<file path="src/rtl/mem_host_bridge_pkg.sv">
// Shared definitions for the host command bridge: memory-port opcodes,
// register-space addresses, FSM encodings and the buffered command layout.
package mem_host_bridge_pkg;

  localparam logic [1:0] MEM_OP_NOP   = 2'd0;
  localparam logic [1:0] MEM_OP_READ  = 2'd1;
  localparam logic [1:0] MEM_OP_WRITE = 2'd2;
  localparam logic [1:0] MEM_OP_RSVD  = 2'd3;

  localparam logic [63:0] MEM_ADDR_ICP_ENABLE = 64'h8000_0000_0000_0000;
  localparam logic [63:0] MEM_ADDR_HALTED     = 64'h8000_0000_0000_0001;

  localparam int CMD_W = 130;

  typedef enum logic [2:0] {
    ST_IDLE   = 3'd0,
    ST_ISSUE  = 3'd1,
    ST_RDREG  = 3'd2,
    ST_WAIT_P = 3'd3,
    ST_WAIT_D = 3'd4,
    ST_RESP   = 3'd5
  } bridge_state_e;

  typedef struct packed {
    logic [1:0]  op;
    logic [63:0] addr;
    logic [63:0] data;
  } host_cmd_t;

  // A command is answered locally (never reaches the port) when it is not a
  // real access, targets an unknown register, writes the read-only HALTED
  // register, or touches memory while the ICP owns it.
  function automatic logic cmd_rejected(input logic [1:0]  op,
                                        input logic [63:0] addr,
                                        input logic        shadow_en);
    logic bad_op;
    logic bad_reg;
    logic ro_write;
    logic icp_owned;
    bad_op    = (op == MEM_OP_NOP) || (op == MEM_OP_RSVD);
    bad_reg   = addr[63] && (addr != MEM_ADDR_ICP_ENABLE) && (addr != MEM_ADDR_HALTED);
    ro_write  = (op == MEM_OP_WRITE) && (addr == MEM_ADDR_HALTED);
    icp_owned = !addr[63] && shadow_en;
    return bad_op || bad_reg || ro_write || icp_owned;
  endfunction

endpackage

</file>
<file path="src/rtl/mem_host_bridge_cmd_fifo.sv">
// Small synchronous command FIFO with wrap-bit pointers; storage is not reset,
// only the pointers are, so reset empties it.
module host_cmd_fifo
  import mem_host_bridge_pkg::*;
#(
  parameter int CMD_DEPTH = 4,
  parameter int WIDTH     = CMD_W
) (
  input  logic             i_clk,
  input  logic             i_rst,
  input  logic             i_push,
  input  logic [WIDTH-1:0] i_wdata,
  input  logic             i_pop,
  output logic [WIDTH-1:0] o_rdata,
  output logic             o_full,
  output logic             o_empty
);

  localparam int AW = $clog2(CMD_DEPTH);

  logic [WIDTH-1:0] mem_q [CMD_DEPTH];
  logic [AW:0]      wr_ptr_q, wr_ptr_d;
  logic [AW:0]      rd_ptr_q, rd_ptr_d;
  logic             do_push, do_pop;

  assign o_empty = (wr_ptr_q == rd_ptr_q);
  assign o_full  = (wr_ptr_q[AW] != rd_ptr_q[AW]) &&
                   (wr_ptr_q[AW-1:0] == rd_ptr_q[AW-1:0]);

  assign do_push = i_push && !o_full;
  assign do_pop  = i_pop && !o_empty;

  always_comb begin
    wr_ptr_d = wr_ptr_q;
    rd_ptr_d = rd_ptr_q;
    if (do_push) wr_ptr_d = wr_ptr_q + 1'b1;
    if (do_pop)  rd_ptr_d = rd_ptr_q + 1'b1;
  end

  always_ff @(posedge i_clk or posedge i_rst) begin
    if (i_rst) begin
      wr_ptr_q <= '0;
      rd_ptr_q <= '0;
    end else begin
      wr_ptr_q <= wr_ptr_d;
      rd_ptr_q <= rd_ptr_d;
    end
  end

  always_ff @(posedge i_clk) begin
    if (do_push) mem_q[wr_ptr_q[AW-1:0]] <= i_wdata;
  end

  assign o_rdata = mem_q[rd_ptr_q[AW-1:0]];

endmodule

</file>
<file path="src/rtl/mem_host_bridge.sv">
// Host command bridge: buffers read/write commands and drives them one at a
// time onto the top-level memory/register port, returning one response each.
module mem_host_bridge
  import mem_host_bridge_pkg::*;
#(
  parameter int CMD_DEPTH = 4
) (
  input  logic        i_clk,
  input  logic        i_rst,
  input  logic        i_cmd_valid,
  output logic        o_cmd_ready,
  input  logic [1:0]  i_cmd_op,
  input  logic [63:0] i_cmd_addr,
  input  logic [63:0] i_cmd_data,
  output logic        o_rsp_valid,
  input  logic        i_rsp_ready,
  output logic [63:0] o_rsp_data,
  output logic        o_rsp_err,
  output logic [1:0]  o_mem_op,
  output logic [63:0] o_mem_addr,
  output logic [63:0] o_mem_data,
  input  logic [63:0] i_mem_data,
  input  logic        i_mem_op_pending,
  output logic        o_busy
);

  host_cmd_t     cmd_in;
  host_cmd_t     head;
  logic          fifo_full;
  logic          fifo_empty;
  logic          push;
  logic          pop;

  bridge_state_e state_q;
  logic          shadow_en_q;
  logic [1:0]    mem_op_q;
  logic [63:0]   mem_addr_q;
  logic [63:0]   mem_data_q;
  logic          rsp_valid_q;
  logic [63:0]   rsp_data_q;
  logic          rsp_err_q;
  logic          reject_d;

  assign cmd_in      = {i_cmd_op, i_cmd_addr, i_cmd_data};
  assign o_cmd_ready = !fifo_full;
  assign push        = i_cmd_valid && !fifo_full;
  assign pop         = (state_q == ST_IDLE) && !fifo_empty;

  host_cmd_fifo #(
    .CMD_DEPTH (CMD_DEPTH),
    .WIDTH     (CMD_W)
  ) u_fifo (
    .i_clk   (i_clk),
    .i_rst   (i_rst),
    .i_push  (push),
    .i_wdata (cmd_in),
    .i_pop   (pop),
    .o_rdata (head),
    .o_full  (fifo_full),
    .o_empty (fifo_empty)
  );

  always_comb begin
    reject_d = cmd_rejected(head.op, head.addr, shadow_en_q);
  end

  // Port op is a one-cycle pulse: every state except the IDLE issue path
  // falls back to NOP through the default assignment below.
  always_ff @(posedge i_clk or posedge i_rst) begin
    if (i_rst) begin
      state_q     <= ST_IDLE;
      shadow_en_q <= 1'b0;
      mem_op_q    <= MEM_OP_NOP;
      mem_addr_q  <= '0;
      mem_data_q  <= '0;
      rsp_valid_q <= 1'b0;
      rsp_data_q  <= '0;
      rsp_err_q   <= 1'b0;
    end else begin
      mem_op_q <= MEM_OP_NOP;
      case (state_q)
        ST_IDLE: begin
          if (!fifo_empty) begin
            if (reject_d) begin
              rsp_valid_q <= 1'b1;
              rsp_err_q   <= 1'b1;
              rsp_data_q  <= '0;
              state_q     <= ST_RESP;
            end else begin
              mem_op_q   <= head.op;
              mem_addr_q <= head.addr;
              mem_data_q <= head.data;
              state_q    <= ST_ISSUE;
            end
          end
        end
        ST_ISSUE: begin
          if (mem_op_q == MEM_OP_WRITE) begin
            if (mem_addr_q == MEM_ADDR_ICP_ENABLE) shadow_en_q <= mem_data_q[0];
            rsp_valid_q <= 1'b1;
            rsp_err_q   <= 1'b0;
            rsp_data_q  <= '0;
            state_q     <= ST_RESP;
          end else if (mem_addr_q[63]) begin
            state_q <= ST_RDREG;
          end else begin
            state_q <= ST_WAIT_P;
          end
        end
        ST_RDREG: begin
          rsp_valid_q <= 1'b1;
          rsp_err_q   <= 1'b0;
          rsp_data_q  <= i_mem_data;
          state_q     <= ST_RESP;
        end
        ST_WAIT_P: begin
          // The top never acknowledged the read: report it rather than hang.
          if (i_mem_op_pending) begin
            state_q <= ST_WAIT_D;
          end else begin
            rsp_valid_q <= 1'b1;
            rsp_err_q   <= 1'b1;
            rsp_data_q  <= '0;
            state_q     <= ST_RESP;
          end
        end
        ST_WAIT_D: begin
          if (!i_mem_op_pending) begin
            rsp_valid_q <= 1'b1;
            rsp_err_q   <= 1'b0;
            rsp_data_q  <= i_mem_data;
            state_q     <= ST_RESP;
          end
        end
        ST_RESP: begin
          if (i_rsp_ready) begin
            rsp_valid_q <= 1'b0;
            rsp_err_q   <= 1'b0;
            rsp_data_q  <= '0;
            state_q     <= ST_IDLE;
          end
        end
        default: begin
          rsp_valid_q <= 1'b0;
          state_q     <= ST_IDLE;
        end
      endcase
    end
  end

  assign o_mem_op    = mem_op_q;
  assign o_mem_addr  = mem_addr_q;
  assign o_mem_data  = mem_data_q;
  assign o_rsp_valid = rsp_valid_q;
  assign o_rsp_data  = rsp_data_q;
  assign o_rsp_err   = rsp_err_q;
  assign o_busy      = !fifo_empty || (state_q != ST_IDLE);

endmodule

</file>
<file path="config.mk">
export PLATFORM = sky130hd
export DESIGN_NAME = mem_host_bridge
export DESIGN_NICKNAME = d
export VERILOG_FILES = /design/src/rtl/mem_host_bridge_pkg.sv /design/src/rtl/mem_host_bridge_cmd_fifo.sv /design/src/rtl/mem_host_bridge.sv
export SDC_FILE = /design/constraint.sdc
export NUM_CORES = 1
export LEC_CHECK = 0
export CORE_MARGIN = 2
export CORE_UTILIZATION = 45
export DETAILED_ROUTE_END_ITERATION = 10
export GPL_ROUTABILITY_DRIVEN = 0
export HOLD_SLACK_MARGIN = 0.02
export PLACE_DENSITY = 0.68
export SLEW_MARGIN = 10
export SYNTH_ARGS = -nofsm -noshare
export SYNTH_HDL_FRONTEND = slang
export SYNTH_SLANG_ARGS = --single-unit
</file>
<file path="constraint.sdc">
create_clock -name i_clk -period 9.5 [get_ports i_clk]
set_clock_uncertainty 0.2 [all_clocks]
set_input_delay 2.85 -clock i_clk [delete_from_list [all_inputs] [get_ports i_clk]]
set_output_delay 2.85 -clock i_clk [all_outputs]
set_load 0.02 [all_outputs]
</file>
==> impl_results.md <==
- Run status: completed
- Largest family of logic cells by synthesized area: multiplexers
- CTS Buffer Depth: 3
- Mapped Cells: about 1.4k
- WL per Instance: 23.9 um
- Gr usage total: 0.201
- R2R setup slack: 3.83 ns
- Final Hold Fails: 0
- Max VDD drop: 0.329 mV
- Final WL: ~63000 um
- P_leak: 0.0123 uW
- Max Transition Viols Final: 0
- Hold_sp: o_mem_data[52]
- Final setup violation count: 0
- Port bufs: 396
- Met2 WL: just under 30000 um
- Wl on met1: 26400 um
- Post-CTS Hold Buffers: 0
- Post-synthesis mux area share: 0.184
- Drc violations: 0
- Shortest period the worst path allows: 6.21 ns
- Top Layer Used: met5
- First-pass GRT wire length: 94100 um
- Setup tns final: 0 ns
- Distinct cell type count after synthesis: 41
- First-pass iteration count of the detailed router: 5
- Reg-to-reg startpoint: u_fifo.rd_ptr_q[1]
- Overflow after GRT: 0
- Post-synth ARST share: 0.284
- Clk pin slew, worst setup/hold paths: around 0.060 ns
- Top Ports: 397
- Crit path arrival time: 3.16 ns
- Resized Gates After CTS: 0
- Tcrit/Tclk final: 0.654
- Crit end category: output port
- Hold Crit Class: reg2reg
- Rel. slew slack: 0.225
- CP startpoint kind: flop
- Total power: approximately 12000 uW
- RR Endpoint: o_mem_addr[40]
- Compound-Gate Fraction of Synth Area: 0.00365
- Synth Net Count: 1568
- Post-route antenna net violation count: 0
- Post-CTS setup buffer count: 0
- Pin count of the biggest net entering global routing: roughly 130
- Post-synth EDFFs: 520
- Seq/Total Area, Yosys: 0.757
- Total Nets Final: ~2k
- Post-synth top flop: edfxtp_1
- Flops & latches, synth: slightly above 700
- Clock sink total: 726
- Mean Syn Cell Area: 20.1 um^2
- H-tree depth: 3
- Worst-Margin Slew: 1.16 ns
- Setup CP Type: reg2out
- CTS tree: built
- Hold Path End: o_mem_data[52]
- R2R depth: 10
- Die width: between 200 and 300 um
- Yosys top cell area share: 0.569
- Worst skew pair latency: 0.61 ns
- Hpwl dp: around 39000 um
- Critical Path Source: u_fifo.rd_ptr_q[1]
- Fmax: 161 MHz
- Row count: 90
- Die area: 63000 um^2
- Synth Area in XOR/XNOR: 0.00255
- PD cells: around 340 nW/um^2
- Max cap viols: 0
- Met3 WL post-DR: 5570 um
- Area growth from synthesis to layout: 26.6%
- RSZ-0062 raised after global routing: false
- Number of global-route vias before repair: 14.9k
- WP data required: 6.45 ns
- Root Driver: clkbuf_16
- TritonCTS buffer count: 75
- Max FO, Critical Path: 27
- Synth area leaders: edfxtp_1 (57%), dfrtp_1 (19%), mux4_2 (11%)
- Starting Density: 0.455
- Hold depth: 1
- Ys Warns: 0
- Drt via density: between 5 and 6
- Synthesized cell area: 27400 um^2
- Synth Area in Simple Gates: 0.0270
- Height of the die: 251 um
- Share of layout cells above drive strength 1: 0.164
- Post-Synth Adder-Cell Area: 0.00274
- Antenna violations before repair: 14
- Core Area: 60400 um^2
- Routed vias: between 10k and 15k
- Iteration-0 DRC Markers: 948
- Synth area leader: edfxtp_1
## cell type report
class | count | area, um^2
repair buffers | 413 | 4130
multi-input cells | 506 | 6080
fillers | 4503 | 25600
well taps | 782 | 978
clock buffers | 91 | 2000
diodes | 8 | 20.0
clock inverters | 45 | 475
flip-flops and latches | 726 | 20800
inverters | 70 | 270
## metal layers
metal | track usage | up-vias
li1 | - | 6203
met1 | 0.272 | 7341
met2 | 0.315 | 500
met3 | 0.0659 | 86
met4 | 0.0551 | 12
met5 | 0 | -
## worst max path at each step
stage / depth (start not counted) / slack (ns) / end
CTS: 4 / 3.22 / o_busy
finish: 4 / 3.29 / o_busy
global route: 4 / 3.14 / o_busy
detailed placement: 9 / 3.59 / o_rsp_err
global placement: 9 / 3.67 / o_rsp_err
floorplan: 1 / 0.83 / o_mem_addr[0]
## report_power, final
part	switching [uW]	internal, uW
clock	1210	1700
combinational	2150	1910
sequential	521	4390
total	3880	8000
## critical path, stage by stage, from the launching register on
cell and delay, ns:
dfrtp_4 0.66, xor2_1 0.23, nor3_1 0.76, nand2b_1 0.28
clkdlybuf4s50_1 0.61
## through the flow
| stage | hold slack, ns | util | cells | worst slack (ns) | instance area [um^2] |
|---|---|---|---|---|---|
| 2_1_floorplan | 0.260 | - | 1363 | 0.826 | 27400 |
| 3_3_place_gp | 0.268 | 0.534 | 2497 | 3.67 | 32200 |
| 3_5_place_dp | 0.279 | 0.534 | 2497 | 3.59 | 32200 |
| 4_1_cts | 0.292 | 0.575 | 2633 | 3.22 | 34700 |
| 5_1_grt | 0.302 | 0.575 | 2635 | 3.14 | 34700 |
| 6_report | 0.288 | 0.575 | 2641 | 3.29 | 34700 |
## state kept, by name, indices dropped and copies added (netlist names)
name             count
u_fifo.mem_q       520
o_mem_addr          64
o_mem_data          64
o_rsp_data          64
state_q              3
u_fifo.rd_ptr_q      3
u_fifo.wr_ptr_q      3
o_mem_op             2
o_rsp_err            1
o_rsp_valid          1
shadow_en_q          1
## Yosys cell counts (2+ instances only)
cell type	instances
or3_1	2
and2_1	3
and3_1	4
a21oi_1	4
nor4b_1	2
nor4_1	32
xnor2_1	3
buf_4	7
nand2_1	75
xor2_1	5
nor2_1	10
dfrtp_1	206
a221oi_1	2
mux2i_1	64
ha_1	6
edfxtp_1	520
buf_2	9
nand4_1	8
nand2b_1	2
nor2b_1	2
mux2_1	102
buf_6	13
clkbuf_1	28
o21ai_0	5
nor3_1	3
mux2_2	30
inv_1	70
buf_1	4
mux4_2	130
## placed cells by master, fill, tap and decap left out, types with 3 or more instances in the layout
cell type and count:
o21ai_0 5, a21oi_1 4, and3_4 4, buf_4 14, mux2i_1 64, ha_1 6
xnor2_1 3, nor2_1 8, bufinv_16 7, dfrtp_1 204, nand2_1 75, nor4_1 32
mux2_1 102, clkinv_2 14, xor2_1 5, nor3_1 3, mux2_2 30, inv_1 69
clkinv_8 3, clkdlybuf4s50_1 396, and2_1 3, clkinv_1 10, buf_12 3, clkbuf_8 4
diode_2 8, clkinvlp_4 7, clkbuf_1 11, mux4_2 130, nand4_1 8, clkbuf_16 76
edfxtp_1 520
## cells by family (layout without fill, tap and decap cells)
family | Yosys count | count (layout)
flops | 726 | 726
mux | 326 | 326
simple gates | 150 | 150
buf+inv | 131 | 619
compound gates | 16 | 16
xor+xnor | 8 | 8
fa+ha+maj | 6 | 6
other cells | 0 | 8
Note: power is estimated with default switching activity, not from simulation.
